<file path="src/rtl/deser_pkg.sv">
// Shared types and default sizing for the deserializer queue.
package deser_pkg;

   typedef enum logic [1:0] {
      IDLE  = 2'd0,
      SHIFT = 2'd1,
      PUSH  = 2'd2
   } deser_state_t;

   localparam int DEF_WIDTH = 8;
   localparam int DEF_DEPTH = 8;

endpackage : deser_pkg

</file>
<file path="src/rtl/word_fifo.sv">
// Show-ahead circular word buffer with push/pop/flush and an occupancy count.
// A push while full is taken only if a pop frees the slot in the same cycle.
module word_fifo
   import deser_pkg::*;
#(
   parameter int WIDTH = DEF_WIDTH,
   parameter int DEPTH = DEF_DEPTH,
   parameter int CNT_W = $clog2(DEPTH + 1)
) (
   input  logic             clock,
   input  logic             reset,
   input  logic             flush,
   input  logic             push,
   input  logic             pop,
   input  logic [WIDTH-1:0] wr_data,
   output logic [WIDTH-1:0] rd_data,
   output logic [CNT_W-1:0] len,
   output logic             full,
   output logic             empty
);

   localparam int PTR_W = $clog2(DEPTH);

   logic [WIDTH-1:0] mem [DEPTH];
   logic [PTR_W-1:0] wr_ptr;
   logic [PTR_W-1:0] rd_ptr;
   logic             do_push;
   logic             do_pop;

   assign full    = (len == CNT_W'(DEPTH));
   assign empty   = (len == '0);
   assign do_pop  = pop && !empty;
   assign do_push = push && (!full || do_pop);

   // Head word is presented combinationally; forced to zero when nothing is stored.
   assign rd_data = empty ? '0 : mem[rd_ptr];

   // Storage write.
   // NOTE: the array has no reset -- stale contents are never visible because
   // rd_data is gated by empty, and resetting RAM would prevent memory inference.
   always_ff @(posedge clock) begin
      if (!flush && do_push) begin
         mem[wr_ptr] <= wr_data;
      end
   end

   // Pointers and occupancy; pointers wrap naturally because DEPTH is a power of 2.
   // NOTE: sequential state uses non-blocking assignments so every register
   // samples the pre-edge values regardless of statement order.
   always_ff @(posedge clock or negedge reset) begin
      if (!reset) begin
         wr_ptr <= '0;
         rd_ptr <= '0;
         len    <= '0;
      end else if (flush) begin
         wr_ptr <= '0;
         rd_ptr <= '0;
         len    <= '0;
      end else begin
         if (do_push) wr_ptr <= wr_ptr + PTR_W'(1);
         if (do_pop)  rd_ptr <= rd_ptr + PTR_W'(1);
         case ({do_push, do_pop})
            2'b10:   len <= len + CNT_W'(1);
            2'b01:   len <= len - CNT_W'(1);
            default: len <= len;
         endcase
      end
   end

endmodule : word_fifo

</file>
<file path="src/rtl/deser_queue.sv">
// Serial-to-parallel deserializer feeding a show-ahead word queue.
// A completed word waits in PUSH until the queue has room; while it waits the
// serial source is back-pressured through status_out.
module deser_queue
   import deser_pkg::*;
#(
   parameter int WIDTH     = DEF_WIDTH,
   parameter int DEPTH     = DEF_DEPTH,
   parameter int MSB_FIRST = 1,
   parameter int CNT_W     = $clog2(DEPTH + 1)
) (
   input  logic             clock,
   input  logic             reset,
   input  logic             data_in,
   input  logic             write_in,
   output logic             status_out,
   input  logic             flush_in,
   input  logic             dequeue_in,
   output logic [WIDTH-1:0] data_out,
   output logic [CNT_W-1:0] len_out,
   output logic             full_out,
   output logic             empty_out,
   output logic             overflow_out,
   output logic             underflow_out
);

   localparam int BIT_W = $clog2(WIDTH + 1);

   deser_state_t     state;
   logic [BIT_W-1:0] bit_cnt;
   logic [WIDTH-1:0] shift_reg;
   logic [WIDTH-1:0] shift_next;
   logic             accept;
   logic             pop_ok;
   logic             push_ok;

   // Only a finished word stuck behind a full queue blocks the serial source.
   assign status_out = !((state == PUSH) && full_out);
   assign accept     = write_in && status_out;
   assign pop_ok     = dequeue_in && !empty_out;
   assign push_ok    = (state == PUSH) && (!full_out || pop_ok);

   // Next shift-register value for an accepted bit, in the configured bit order.
   // NOTE: every always_comb output gets a default first so no path can infer a latch.
   always_comb begin
      shift_next = shift_reg;
      if (MSB_FIRST != 0) shift_next = {shift_reg[WIDTH-2:0], data_in};
      else                shift_next = {data_in, shift_reg[WIDTH-1:1]};
   end

   // Deserializer FSM: collect WIDTH bits, then hand the word to the queue.
   always_ff @(posedge clock or negedge reset) begin
      if (!reset) begin
         state     <= IDLE;
         bit_cnt   <= '0;
         shift_reg <= '0;
      end else if (flush_in) begin
         state     <= IDLE;
         bit_cnt   <= '0;
         shift_reg <= '0;
      end else begin
         case (state)
            IDLE: begin
               if (accept) begin
                  shift_reg <= shift_next;
                  bit_cnt   <= BIT_W'(1);
                  state     <= SHIFT;
               end
            end
            SHIFT: begin
               if (accept) begin
                  shift_reg <= shift_next;
                  if (bit_cnt == BIT_W'(WIDTH - 1)) begin
                     bit_cnt <= '0;
                     state   <= PUSH;
                  end else begin
                     bit_cnt <= bit_cnt + BIT_W'(1);
                  end
               end
            end
            PUSH: begin
               // A bit arriving alongside the push starts the next word.
               if (push_ok) begin
                  if (accept) begin
                     shift_reg <= shift_next;
                     bit_cnt   <= BIT_W'(1);
                     state     <= SHIFT;
                  end else begin
                     state     <= IDLE;
                  end
               end
            end
            default: begin
               state   <= IDLE;
               bit_cnt <= '0;
            end
         endcase
      end
   end

   // Sticky error flags, cleared only by reset or flush.
   always_ff @(posedge clock or negedge reset) begin
      if (!reset) begin
         overflow_out  <= 1'b0;
         underflow_out <= 1'b0;
      end else if (flush_in) begin
         overflow_out  <= 1'b0;
         underflow_out <= 1'b0;
      end else begin
         if (write_in && !status_out) overflow_out  <= 1'b1;
         if (dequeue_in && empty_out) underflow_out <= 1'b1;
      end
   end

   word_fifo #(
      .WIDTH (WIDTH),
      .DEPTH (DEPTH),
      .CNT_W (CNT_W)
   ) u_fifo (
      .clock   (clock),
      .reset   (reset),
      .flush   (flush_in),
      .push    (push_ok),
      .pop     (dequeue_in),
      .wr_data (shift_reg),
      .rd_data (data_out),
      .len     (len_out),
      .full    (full_out),
      .empty   (empty_out)
   );

endmodule : deser_queue

</file>
<file path="config.mk">
export PLATFORM = sky130hd
export DESIGN_NAME = deser_queue
export DESIGN_NICKNAME = d
export VERILOG_FILES = /design/src/rtl/deser_pkg.sv /design/src/rtl/word_fifo.sv /design/src/rtl/deser_queue.sv
export SDC_FILE = /design/constraint.sdc
export NUM_CORES = 1
export LEC_CHECK = 0
export CAP_MARGIN = 10
export CORE_UTILIZATION = 45
export DETAILED_ROUTE_END_ITERATION = 7
export HOLD_SLACK_MARGIN = 0.05
export PLACE_DENSITY = 0.71
export SLEW_MARGIN = 0
export SYNTH_ARGS = -nofsm -noshare
export SYNTH_HDL_FRONTEND = slang
export SYNTH_SLANG_ARGS = --single-unit
</file>
<file path="constraint.sdc">
create_clock -name clock -period 3.8 [get_ports clock]
set_input_delay 0.76 -clock clock [delete_from_list [all_inputs] [get_ports clock]]
set_output_delay 0.76 -clock clock [all_outputs]
set_load 0.02 [all_outputs]
</file>
==> metrics.yaml <==
layout-area-overhead-vs-synth_pct: 16.14
synth_fp_nets: 281
met2_usage_pct: 29.23
root_buffer: "clkbuf_8"
avgViaCountPerCell: 5.445
first_global_vias: 2257
cts_inserted_buffers: 9
synth-seq-cells: 90
yosys.area_share.xor_xnor_pct: 1.110
nNetsFinal: 313
clkSlewWorstSetupHoldPaths_ns: 0.09
synth_edf_count: 64
max-vdd-ir-drop_uv: 215.6
synth-simple-area-share_pct: 8.909
io_buffers: 22
hold_buffers: 0
dpl.cell_count: 395
synthAdderAreaFrac_pct: 2.093
cp.required_ns: 3.04
maxCapViolations: 0
initialDrtViolationCount: 120
max_freq_ghz: 0.3187
cts_tree: "built"
layout_min_cycle_time_ns: 3.138
grt_overflow: 0
r2r_slack_ns: 1.14
antenna_found_initial: 0
insertion_delay_ns: 0.35
cts_sinks: 90
skew_ns: 0.01241
post_cts_buffers: 0
tightestPinTransition_ns: 0.7732
synth_area_um2: 3946
grt_max_degree: 27
status: "complete, no violations"
clockBufferDepth: 2
finalNonFillerCells: 411
setup_viol: 0
synth_mux_area_share_pct: 13.73
grt_pass1_wl_um: 11750
reg2regPathDepth: 7
cp-end-kind: "output port"
leakagePower_nw: 1.660
post_drt_wl_per_cell_um: 17.37
cts_max_level: 3
layout-drive-gt1-share_pct: 16.99
use_met1_pct: 24.04
rows: 33
syn_avg_cell_area_um2: 14.67
core_region_area_um2: 8341
dr.pass1.iters: 4
maxSlewViolCount: 0
finalCritPeriodShare_pct: 82.58
rsz0062_at_grt: "no"
postRouteAntennaNets: 0
grtUsageTotal_pct: 17.73
synth_cells: 269
async_flop_share_pct: 28.89
p_per_area_nw_per_um2: 408.2
nFillCells: 694
critPathMaxFanout: 17
postCtsResizedCells: 0
dp_hpwl_um: 4669
synth_top_family_by_area: "multiplexers"
dieArea_um2: 9148
ios: 23
start_util_pct: 47.31
hold_depth: 2
hp-class: "flip-flop to flip-flop"
hp-start: "underflow_out$_DFFE_PN0P_"
cp-start-kind: "flip-flop"
finalWirelength_um: 7140
fp.dieH_um: 95.65
synth_cell_type_count: 50
r2r_start: "u_fifo.len[0]$_DFFE_PN0P_"
seq_area_frac_synth_pct: 65.19
drc: 0
antenna_cells: 0
ys.warnings.count: 0
synth_compound_area_share_pct: 6.373
die_w_um: 95.65
hold_violations: 0
cp.arrival_ns: 2.38
place_ws_ns: 0.5434
timing.slew.headroom_pct: 48.45
met3_usage_pct: 3.349
synth_top_flop_cell: "edfxtp_1"
min_to: "underflow_out$_DFFE_PN0P_"
largest_reg_flops: 64
setup_slack_ns: 0.6620
gp_congestion: 0.7976
crit_type: "flip-flop to output port"
finalSetupTns_ns: 0
r2r-end: "u_fifo.len[3]$_DFFE_PN0P_"
grt-busiest-layer: "met2"
num_vias: 2238
==> layout make-up <==
type | instances | area, um2 | share of cell area [%]
multi-input combinational | 155 | 1277 | 27.87
inverter | 9 | 35.03 | 0.7644
tap | 105 | 131.4 | 2.867
clock buffer | 10 | 127.6 | 2.785
timing repair buffer | 36 | 325.3 | 7.098
clock inverter | 6 | 113.9 | 2.484
sequential | 90 | 2572 | 56.13
==> logic make-up (layout without fill, tap and decap cells) <==
| group | Yosys count | after routing |
|---|---|---|
| flops | 90 | 90 |
| simple gates | 75 | 75 |
| compound gates | 35 | 35 |
| mux | 34 | 34 |
| buf+inv | 24 | 61 |
| fa+ha+maj | 6 | 6 |
| xor+xnor | 5 | 5 |
==> where the power goes <==
| part | leakage [nW] | internal, mW | switching (mW) | total (mW) |
|---|---|---|---|---|
| clock network | 0.118 | 0.441 | 0.334 | 0.775 |
| registers | 0.923 | 1.05 | 0.00746 | 1.05 |
| logic | 0.618 | 0.0166 | 0.0252 | 0.0419 |
| total | 1.66 | 1.50 | 0.367 | 1.87 |
==> metal layers <==
| metal | part of all wire [%] | wire length (um) | up-vias |
|---|---|---|---|
| met4 | 0.90 | 64 | 0 |
| met3 | 3.6 | 258 | 6 |
| met2 | 50 | 3540 | 46 |
| met1 | 46 | 3276 | 1108 |
| met5 | 0 | 0 | - |
| li1 | - | - | 1078 |
==> worst max-delay path by stage <==
stage	from	to	slack (ns)	cells past startpoint
finish	u_fifo.rd_ptr[1]$_DFFE_PN0P_	data_out[5]	0.66	4
global route	u_fifo.rd_ptr[1]$_DFFE_PN0P_	data_out[5]	0.51	4
CTS	u_fifo.rd_ptr[1]$_DFFE_PN0P_	data_out[5]	0.59	4
detailed placement	dequeue_in	u_fifo.len[3]$_DFFE_PN0P_	0.54	8
global placement	dequeue_in	u_fifo.len[3]$_DFFE_PN0P_	0.61	8
floorplan	dequeue_in	u_fifo.len[3]$_DFFE_PN0P_	1.12	8
==> Yosys cell counts (5+ instances only) <==
library cell   n  area share, %
clkbuf_1      10           0.95
mux2i_1       17            4.3
dfrtp_1       26             16
mux4_2        16            9.1
inv_1          8           0.76
a21oi_1       10            1.3
ha_1           5            1.6
nor2_1        30            2.9
o21ai_0        6           0.76
nand2_1       19            1.8
edfxtp_1      64             49
==> per-stage QoR <==
stage,hold slack (ns),utilization (%),total power [mW],cell area (um2)
after floorplan,0.4644,-,1.098,3946
after global placement,0.4850,52.06,1.118,4342
after detailed placement,0.5006,52.06,1.118,4342
after CTS,0.5220,54.95,1.879,4583
after global routing,0.5520,54.95,1.922,4583
final,0.5103,54.95,1.871,4583
==> layout by cell type, fill, tap and decap left out, types with 2 or more instances in the layout <==
| cell type | count |
|---|---|
| o21ai_0 | 6 |
| nor2_1 | 30 |
| inv_1 | 8 |
| nor3_1 | 4 |
| o211ai_1 | 2 |
| nand2_1 | 19 |
| dfrtp_1 | 26 |
| clkinv_2 | 2 |
| nand3_1 | 4 |
| mux4_2 | 16 |
| clkbuf_8 | 9 |
| edfxtp_1 | 64 |
| ha_1 | 5 |
| nand2b_1 | 4 |
| mux2i_1 | 17 |
| a21oi_1 | 10 |
| clkdlybuf4s50_1 | 22 |
| a31oi_1 | 2 |
| xor2_1 | 4 |
| bufinv_16 | 3 |
| nor2b_1 | 4 |
| buf_4 | 14 |
==> critical path, cell delays in order, from the launching register on <==
cell             delay [ns]
dfrtp_1                0.85
mux4_2                 0.41
mux2i_1                0.18
nor2_1                 0.06
clkdlybuf4s50_1        0.53
Note: power is estimated with default switching activity, not from simulation.
